--- config.mk ---
export PLATFORM = sky130hd
export DESIGN_NAME = multi_clock_gate_ctrl
export DESIGN_NICKNAME = d
export VERILOG_FILES = /design/src/rtl/multi_clock_gate_ctrl_pkg.sv /design/src/rtl/multi_clock_gate_ctrl_chan.sv /design/src/rtl/multi_clock_gate_ctrl.sv
export SDC_FILE = /design/constraint.sdc
export NUM_CORES = 1
export LEC_CHECK = 0
export ABC_CLOCK_PERIOD_IN_PS = 3300
export BUFFER_PORTS_ARGS = -buffer_cell sky130_fd_sc_hd__buf_2
export CORE_ASPECT_RATIO = 0.6
export CORE_UTILIZATION = 40
export CTS_CLUSTER_DIAMETER = 50
export CTS_CLUSTER_SIZE = 8
export DETAILED_ROUTE_END_ITERATION = 10
export GPL_TIMING_DRIVEN = 0
export SLEW_MARGIN = 20
export SYNTH_ARGS = -nofsm -noshare
export SYNTH_HDL_FRONTEND = slang
export SYNTH_SLANG_ARGS = --single-unit
--- constraint.sdc ---
create_clock -name clk_i -period 3.3 [get_ports clk_i]
set_clock_uncertainty 0.15 [all_clocks]
set_input_delay 0.66 -clock clk_i [delete_from_list [all_inputs] [get_ports clk_i]]
set_output_delay 0.66 -clock clk_i [all_outputs]
set_load 0.02 [all_outputs]
--- src/rtl/multi_clock_gate_ctrl_pkg.sv ---
// Shared definitions for the multi-channel clock gating controller:
// channel FSM states, default parameters and parameter range checks.
package multi_clock_gate_ctrl_pkg;

   typedef enum logic [1:0] {
      CH_OFF  = 2'd0,
      CH_WAKE = 2'd1,
      CH_ON   = 2'd2,
      CH_IDLE = 2'd3
   } ch_state_e;

   localparam int DEF_NUM_CH      = 4;
   localparam int DEF_IDLE_CNT_W  = 8;
   localparam int DEF_WAKE_CYCLES = 2;
   localparam int WAKE_CNT_W      = 4;

   function automatic bit wake_cycles_ok(input int wake_cycles);
      return (wake_cycles >= 1) && (wake_cycles <= 15);
   endfunction

   function automatic bit num_ch_ok(input int num_ch);
      return (num_ch >= 1) && (num_ch <= 16);
   endfunction

endpackage

--- src/rtl/multi_clock_gate_ctrl_chan.sv ---
// One gated clock channel: OFF/WAKE/ON/IDLE controller, wake and idle
// counters, and the latch-based clock gate cell it drives.
module clock_gate_cell (
   input  logic clk_i,
   input  logic clr_i,
   input  logic en_i,
   input  logic test_en_i,
   output logic clk_o
);
   logic en_lat;

   // Enable is captured while the clock is low so clk_o never glitches.
   always_latch begin
      if (!clk_i) en_lat <= en_i | test_en_i;
   end

   // clr_i kills the output at once so reset does not wait for a low phase.
   assign clk_o = clk_i & en_lat & (~clr_i | test_en_i);
endmodule

module clock_gate_chan_ctrl
   import multi_clock_gate_ctrl_pkg::*;
#(
   parameter int IDLE_CNT_W  = DEF_IDLE_CNT_W,
   parameter int WAKE_CYCLES = DEF_WAKE_CYCLES
) (
   input  logic                  clk_i,
   input  logic                  rst_i,
   input  logic                  test_en_i,
   input  logic                  sw_en_i,
   input  logic                  auto_en_i,
   input  logic                  busy_i,
   input  logic [IDLE_CNT_W-1:0] idle_thr_i,
   input  logic                  wake_req_i,
   output logic                  wake_ack_o,
   output logic                  gated_o,
   output logic                  clk_o
);
   localparam logic [WAKE_CNT_W-1:0] WAKE_LOAD = WAKE_CNT_W'(WAKE_CYCLES - 1);

   ch_state_e               state_q, state_d;
   logic [WAKE_CNT_W-1:0]   wake_cnt_q, wake_cnt_d;
   logic [IDLE_CNT_W-1:0]   idle_cnt_q, idle_cnt_d;
   logic                    cg_en_q;
   logic                    gated_q;

   always_comb begin
      state_d    = state_q;
      wake_cnt_d = wake_cnt_q;
      idle_cnt_d = idle_cnt_q;
      if (!sw_en_i) begin
         state_d    = CH_OFF;
         wake_cnt_d = '0;
         idle_cnt_d = '0;
      end else begin
         case (state_q)
            CH_OFF: begin
               if (wake_req_i) begin
                  state_d    = CH_WAKE;
                  wake_cnt_d = WAKE_LOAD;
               end
            end
            CH_WAKE: begin
               if (wake_cnt_q == '0) state_d = CH_ON;
               else                  wake_cnt_d = wake_cnt_q - 1'b1;
            end
            CH_ON: begin
               if (auto_en_i && (idle_thr_i != '0) && !busy_i && !wake_req_i) begin
                  state_d    = CH_IDLE;
                  idle_cnt_d = '0;
               end
            end
            CH_IDLE: begin
               // A threshold lowered below the running count still gates.
               if (busy_i || wake_req_i || !auto_en_i || (idle_thr_i == '0)) begin
                  state_d    = CH_ON;
                  idle_cnt_d = '0;
               end else if (idle_cnt_q >= (idle_thr_i - IDLE_CNT_W'(1))) begin
                  state_d    = CH_OFF;
                  idle_cnt_d = '0;
               end else if (idle_cnt_q != '1) begin
                  idle_cnt_d = idle_cnt_q + 1'b1;
               end
            end
            default: state_d = CH_OFF;
         endcase
      end
   end

   always_ff @(posedge clk_i or posedge rst_i) begin
      if (rst_i) begin
         state_q    <= CH_OFF;
         wake_cnt_q <= '0;
         idle_cnt_q <= '0;
         cg_en_q    <= 1'b0;
         gated_q    <= 1'b1;
      end else begin
         state_q    <= state_d;
         wake_cnt_q <= wake_cnt_d;
         idle_cnt_q <= idle_cnt_d;
         cg_en_q    <= (state_d != CH_OFF);
         gated_q    <= (state_d == CH_OFF);
      end
   end

   assign wake_ack_o = (state_q == CH_ON) && wake_req_i;
   assign gated_o    = gated_q;

   clock_gate_cell u_cg (
      .clk_i     (clk_i),
      .clr_i     (rst_i),
      .en_i      (cg_en_q),
      .test_en_i (test_en_i),
      .clk_o     (clk_o)
   );
endmodule

--- src/rtl/multi_clock_gate_ctrl.sv ---
// Top level: NUM_CH independent gated clock channels sharing one source
// clock, reset, test enable and idle threshold.
module multi_clock_gate_ctrl
   import multi_clock_gate_ctrl_pkg::*;
#(
   parameter int NUM_CH      = DEF_NUM_CH,
   parameter int IDLE_CNT_W  = DEF_IDLE_CNT_W,
   parameter int WAKE_CYCLES = DEF_WAKE_CYCLES
) (
   input  logic                  clk_i,
   input  logic                  rst_i,
   input  logic                  test_en_i,
   input  logic [NUM_CH-1:0]     sw_en_i,
   input  logic [NUM_CH-1:0]     auto_en_i,
   input  logic [NUM_CH-1:0]     busy_i,
   input  logic [IDLE_CNT_W-1:0] idle_thr_i,
   input  logic [NUM_CH-1:0]     wake_req_i,
   output logic [NUM_CH-1:0]     wake_ack_o,
   output logic [NUM_CH-1:0]     gated_o,
   output logic [NUM_CH-1:0]     clk_o
);
   if (!wake_cycles_ok(WAKE_CYCLES) || !num_ch_ok(NUM_CH)) begin : g_param_err
      $error("multi_clock_gate_ctrl: WAKE_CYCLES must be 1..15 and NUM_CH 1..16");
   end

   for (genvar gi = 0; gi < NUM_CH; gi++) begin : g_ch
      clock_gate_chan_ctrl #(
         .IDLE_CNT_W  (IDLE_CNT_W),
         .WAKE_CYCLES (WAKE_CYCLES)
      ) u_chan (
         .clk_i      (clk_i),
         .rst_i      (rst_i),
         .test_en_i  (test_en_i),
         .sw_en_i    (sw_en_i[gi]),
         .auto_en_i  (auto_en_i[gi]),
         .busy_i     (busy_i[gi]),
         .idle_thr_i (idle_thr_i),
         .wake_req_i (wake_req_i[gi]),
         .wake_ack_o (wake_ack_o[gi]),
         .gated_o    (gated_o[gi]),
         .clk_o      (clk_o[gi])
      );
   end
endmodule

# After elaboration in Yosys (flattened, before gate mapping)
# Index checks and enable logic that the tools add are counted.
# W data, S select, Z words.
[op_classes]
n_addsub = 9
n_lt_le_gt_ge = 4
eq_ne = 40
muxes = 72
bitwise = 14
n_reduce_logical = 66
[ops]
columns = ["cell", "n"]
rows = [
  ["$mux W8", 20],
  ["$pmux W8 S2", 4],
  ["$mux W2", 24],
  ["$mux W4", 12],
  ["$add A8 B1 Y8 const B", 4],
  ["$ge A8 B8 Y1", 4],
  ["$ne A8 B8 Y1 const B", 4],
  ["$pmux W2 S4", 4],
  ["$pmux W4 S2", 4],
  ["$ne A3 B1 Y1 const B", 8],
  ["$ne A3 B3 Y1 const B", 8],
  ["$reduce_and A3 Y1", 8],
  ["$ne A5 B2 Y1 const B", 4],
  ["$eq A2 B2 Y1 const B", 8],
  ["$logic_and A1 B1 Y1", 16],
  ["$logic_not A2 Y1", 8],
  ["$logic_not A4 Y1", 4],
  ["$sub A4 B1 Y4 const B", 4],
  ["$logic_not A1 Y1", 12],
  ["$logic_or A1 B1 Y1", 12],
  ["$ne A3 B2 Y1 const B", 4],
  ["$and A1 B1 Y1", 8],
  ["$eq A2 B1 Y1 const B", 4],
  ["$logic_not A8 Y1", 1],
  ["6 further kinds", 16],
]
[totals]
reg_bits = 64
latchBits = 4
in_bits = 27
output_inout_bits = 12

# Longest topological paths before layout
[depth]
ltp_word = 8
depth_mapped = 13
depth_no_buf = 12

# Cells and area by module
# Synthesis repeated with hierarchy kept, for this count alone.
[hier_totals]
cells_unflattened = 565
area_unflattened_um2 = 5107.4
[modules_own_cells]
columns = ["mod", "instances", "cells_each", "area_each_um2", "seq_area_each_um2"]
rows = [
  ["clock_gate_chan_ctrl (g_ch[1].u_chan ...)", 3, 135, 1239.9, 401.6],
  ["clock_gate_chan_ctrl (g_ch[0].u_chan)", 1, 140, 1252.5, 401.6],
  ["clock_gate_cell", 4, 5, 33.8, 0.0],
]

==> results by group <==
Global routing
  • Number of global-route vias before repair: 3706
  • Total grt overflow: 0
  • Met2 Use GR: 26.8%
  • Met1 Track Usage GR: 26.5%
  • Initial antenna violation count: 0
  • Most Crowded Layer GR: met2
  • Met3 global-route usage: 7.36%
  • Tot GR Track Use: 19.2%
  • First-pass GRT wire length: 17.5 mm
  • Largest net degree at the start of global routing: 33

Synth
  • Area share of the largest cell type after synthesis: 33.2%
  • Mapped Cells: 505
  • Synth top area cells: dfrtp_1 (33%), ha_1 (9.4%), nand2_1 (3.7%), o21ai_0 (3.5%), nor2_1 (3.5%)
  • Most common cell in the netlist: dfrtp_1
  • Warnings from Yosys: 0
  • Ys async rst share: 94.1%
  • Synthesized cell area: 0.00452 mm2
  • Compound-gate portion of the synthesized area: 21.1%
  • Mux share of post-synthesis cell area: 0.692%
  • Synth Net Count: 566
  • Main flop type after synthesis: dfrtp_1
  • Synth Area in Adders: 10.8%
  • Post-synthesis cell type count: 69
  • Cell taking the most area after synthesis: dfrtp_1
  • Commonest cells in the netlist: dfrtp_1 (60), nand2_1 (45), nor2_1 (42)
  • Post-synthesis xor/xnor area fraction: 2.13%
  • Syn Area/Cell: 8.95 um2
  • Post-synth EDFFs: 0
  • Simple-gate portion of the synthesized area: 23.2%
  • #FFs+latches synth: 68
  • Largest family of logic cells by synthesized area: simple AND/OR/NAND/NOR gates

Power and ir drop
  • Total Power: 0.00317 W
  • Pleak: 2.53 nW
  • PwrDens: 560 mW/mm2
  • Worst VDD drop: 0.000234 V

Placed design
  • Detailed placement HPWL: 7.53 mm
  • Placed insts: 683
  • Gpl congestion: 0.914
  • Pre-CTS WS: -630 ps
  • Port bufs: 37

Drt
  • Iteration-0 DRC Markers: 242
  • Via density: 5.55
  • Detailed-router iteration count before antenna repair: 8
  • Residual DRC: 1
  • Routed wire length: 10.6 mm
  • Antenna viol nets, final: 0
  • Via count: 3952
  • Routed wire per std cell: 14.8 um

Cells and area
  • Fin cells: 712
  • # diodes: 0
  • P&R area growth vs syn: 25.4%
  • Layout cells sized above 1: 24.4%
  • Final core occ: 52.6%
  • Nets: 629

Floorplan
  • IO Count: 39
  • Core Rows: 29
  • Die ar.: 0.0117 mm2
  • Die X: 139 um
  • Die Height: 84.3 um
  • Core ar.: 0.0108 mm2
  • Starting Density: 41.9%

Setup path
  • Worst Setup Path Type: latch to primary output
  • Worst setup SP type: latch
  • R2R cell count: 11
  • Buf/Inv on CP: 1
  • RR Endpoint: g_ch[2].u_chan.idle_cnt_q[5]
  • Reg2Reg Launch Point: g_ch[2].u_chan.idle_cnt_q[0]
  • Setup crit end kind: primary output
  • Reg2Reg Setup Slack: 500 ps
  • Critical Path RT: 2490 ps
  • Worst-path maximum fanout: 1
  • Crit-path cells: and2_4, buf_6
  • Max incr delay on CP: 400 ps
  • Slowest CP cell: dlxtn_2
  • Family with the most delay on the worst path: latches
  • CP arrival: 2750 ps

Clock tree
  • Clock Pin Slew Worst Setup and Hold Paths: 60 ps
  • CTS tree: done
  • Worst-skew pair later-pin latency: 440 ps

STA
  • RSZ-0062 raised after global routing: true
  • WHS: 349 ps
  • Final hold vios: 0
  • Max-slew violations: 0
  • Slew headroom: 50.5%
  • Final-report setup violation count: 8
  • Actual slew at the worst max-slew pin: 741 ps
  • PnR worst setup slack: -256 ps

Min path
  • Worst min-delay path category: input port to flop
  • Hold_sp: wake_req_i[0]
  • Endpoint with the worst hold slack: g_ch[0].u_chan.gated_o
  • Hold depth: 2

Status
  • Status: complete, but fails checks
  • Failing checks: DRC, setup timing

Run
  • Max-cap violations: 0
==> area by class of cell <==
class	instances	area, um2
timing repair buffer	47	317
clock buffer	18	395
multi-input combinational	389	2800
clock inverter	7	98.8
sequential	68	1670
tap	139	174
fill	964	5110
inverter	25	101
buffer	19	109
==> flip-flops by register name, indices dropped and copies added (netlist names) <==
signal / count
g_ch.u_chan.cg_en_q: 4
g_ch.u_chan.gated_o: 4
g_ch.u_chan.idle_cnt_q: 32
g_ch.u_chan.state_q: 8
g_ch.u_chan.u_cg.en_lat: 4
g_ch.u_chan.wake_cnt_q: 16
==> placed cells by master (no fill, tap or decap), types with 5 or more instances in the layout <==
| master | synthesis | routed |
|---|---|---|
| o31ai_1 | 7 | 7 |
| nor2_1 | 42 | 41 |
| o2bb2a_1 | 5 | 5 |
| o31ai_4 | 0 | 5 |
| clkbuf_16 | 0 | 14 |
| o21ai_0 | 32 | 28 |
| buf_6 | 1 | 6 |
| nand4_1 | 5 | 5 |
| a21o_1 | 11 | 11 |
| buf_2 | 0 | 32 |
| inv_1 | 25 | 22 |
| buf_4 | 12 | 18 |
| o21ai_1 | 6 | 9 |
| and3_1 | 11 | 11 |
| xnor2_1 | 6 | 5 |
| nand3_1 | 16 | 16 |
| clkbuf_1 | 10 | 10 |
| or2_2 | 13 | 13 |
| nand2_1 | 45 | 45 |
| dfrtp_1 | 60 | 60 |
| a21oi_1 | 28 | 27 |
| nand2b_1 | 8 | 8 |
| ha_1 | 34 | 30 |
| nor2b_1 | 7 | 7 |
| nor3_1 | 12 | 12 |
| and2_1 | 10 | 6 |
==> routing by layer <==
metal / part of all wire [%] / vias to the layer above
li1: - / 1958
met1: 51 / 1893
met2: 43 / 88
met3: 5.3 / 13
met4: 1.3 / 0
met5: 0 / -
==> logic make-up after synthesis <==
family | after synthesis
AND/OR/NAND/NOR | 197
AO/OA/AOI/OAI | 138
flip-flops | 64
buffers and inverters | 48
adder cells (fa/ha/maj) | 40
XOR/XNOR | 11
latches | 4
multiplexers | 3
==> how the worst max path moves through the flow <==
stage                               startpoint                            to  slack, ps  cells after the start
floorplan                        idle_thr_i[0]  g_ch[2].u_chan.idle_cnt_q[6]        -70                     13
global placement                 idle_thr_i[0]  g_ch[2].u_chan.idle_cnt_q[3]       -600                     14
detailed placement               idle_thr_i[0]  g_ch[2].u_chan.idle_cnt_q[0]       -630                     14
CTS                 g_ch[0].u_chan.u_cg.en_lat                      clk_o[0]       -280                      2
global route        g_ch[3].u_chan.u_cg.en_lat                      clk_o[3]       -290                      2
finish              g_ch[0].u_chan.u_cg.en_lat                      clk_o[0]       -260                      2
==> per-stage QoR <==
stage          area [um2]  TNS, ps
2_1_floorplan        4570     -340
3_3_place_gp         4930   -17390
3_5_place_dp         4970   -17850
4_1_cts              5460    -1070
5_1_grt              5670    -1330
6_report             5670    -1010
==> repair_timing <==
action / 4_1_cts / 5_1_grt
setup endpoints to repair: 22 / 42
gates resized for setup: 15 / 25
pin swaps: 2 / 13
endpoints found under the hold margin: 4 / 0
hold buffers: 1 / 0
setup buffers: 3 / 8
cloned: 0 / 0
==> report_power, final <==
group | internal, W | switching, W
Sequential | 0.000915 | 0.0000637
Combinational | 0.000291 | 0.000399
Clock | 0.00100 | 0.000502
Power figures use the tool's default switching activity.
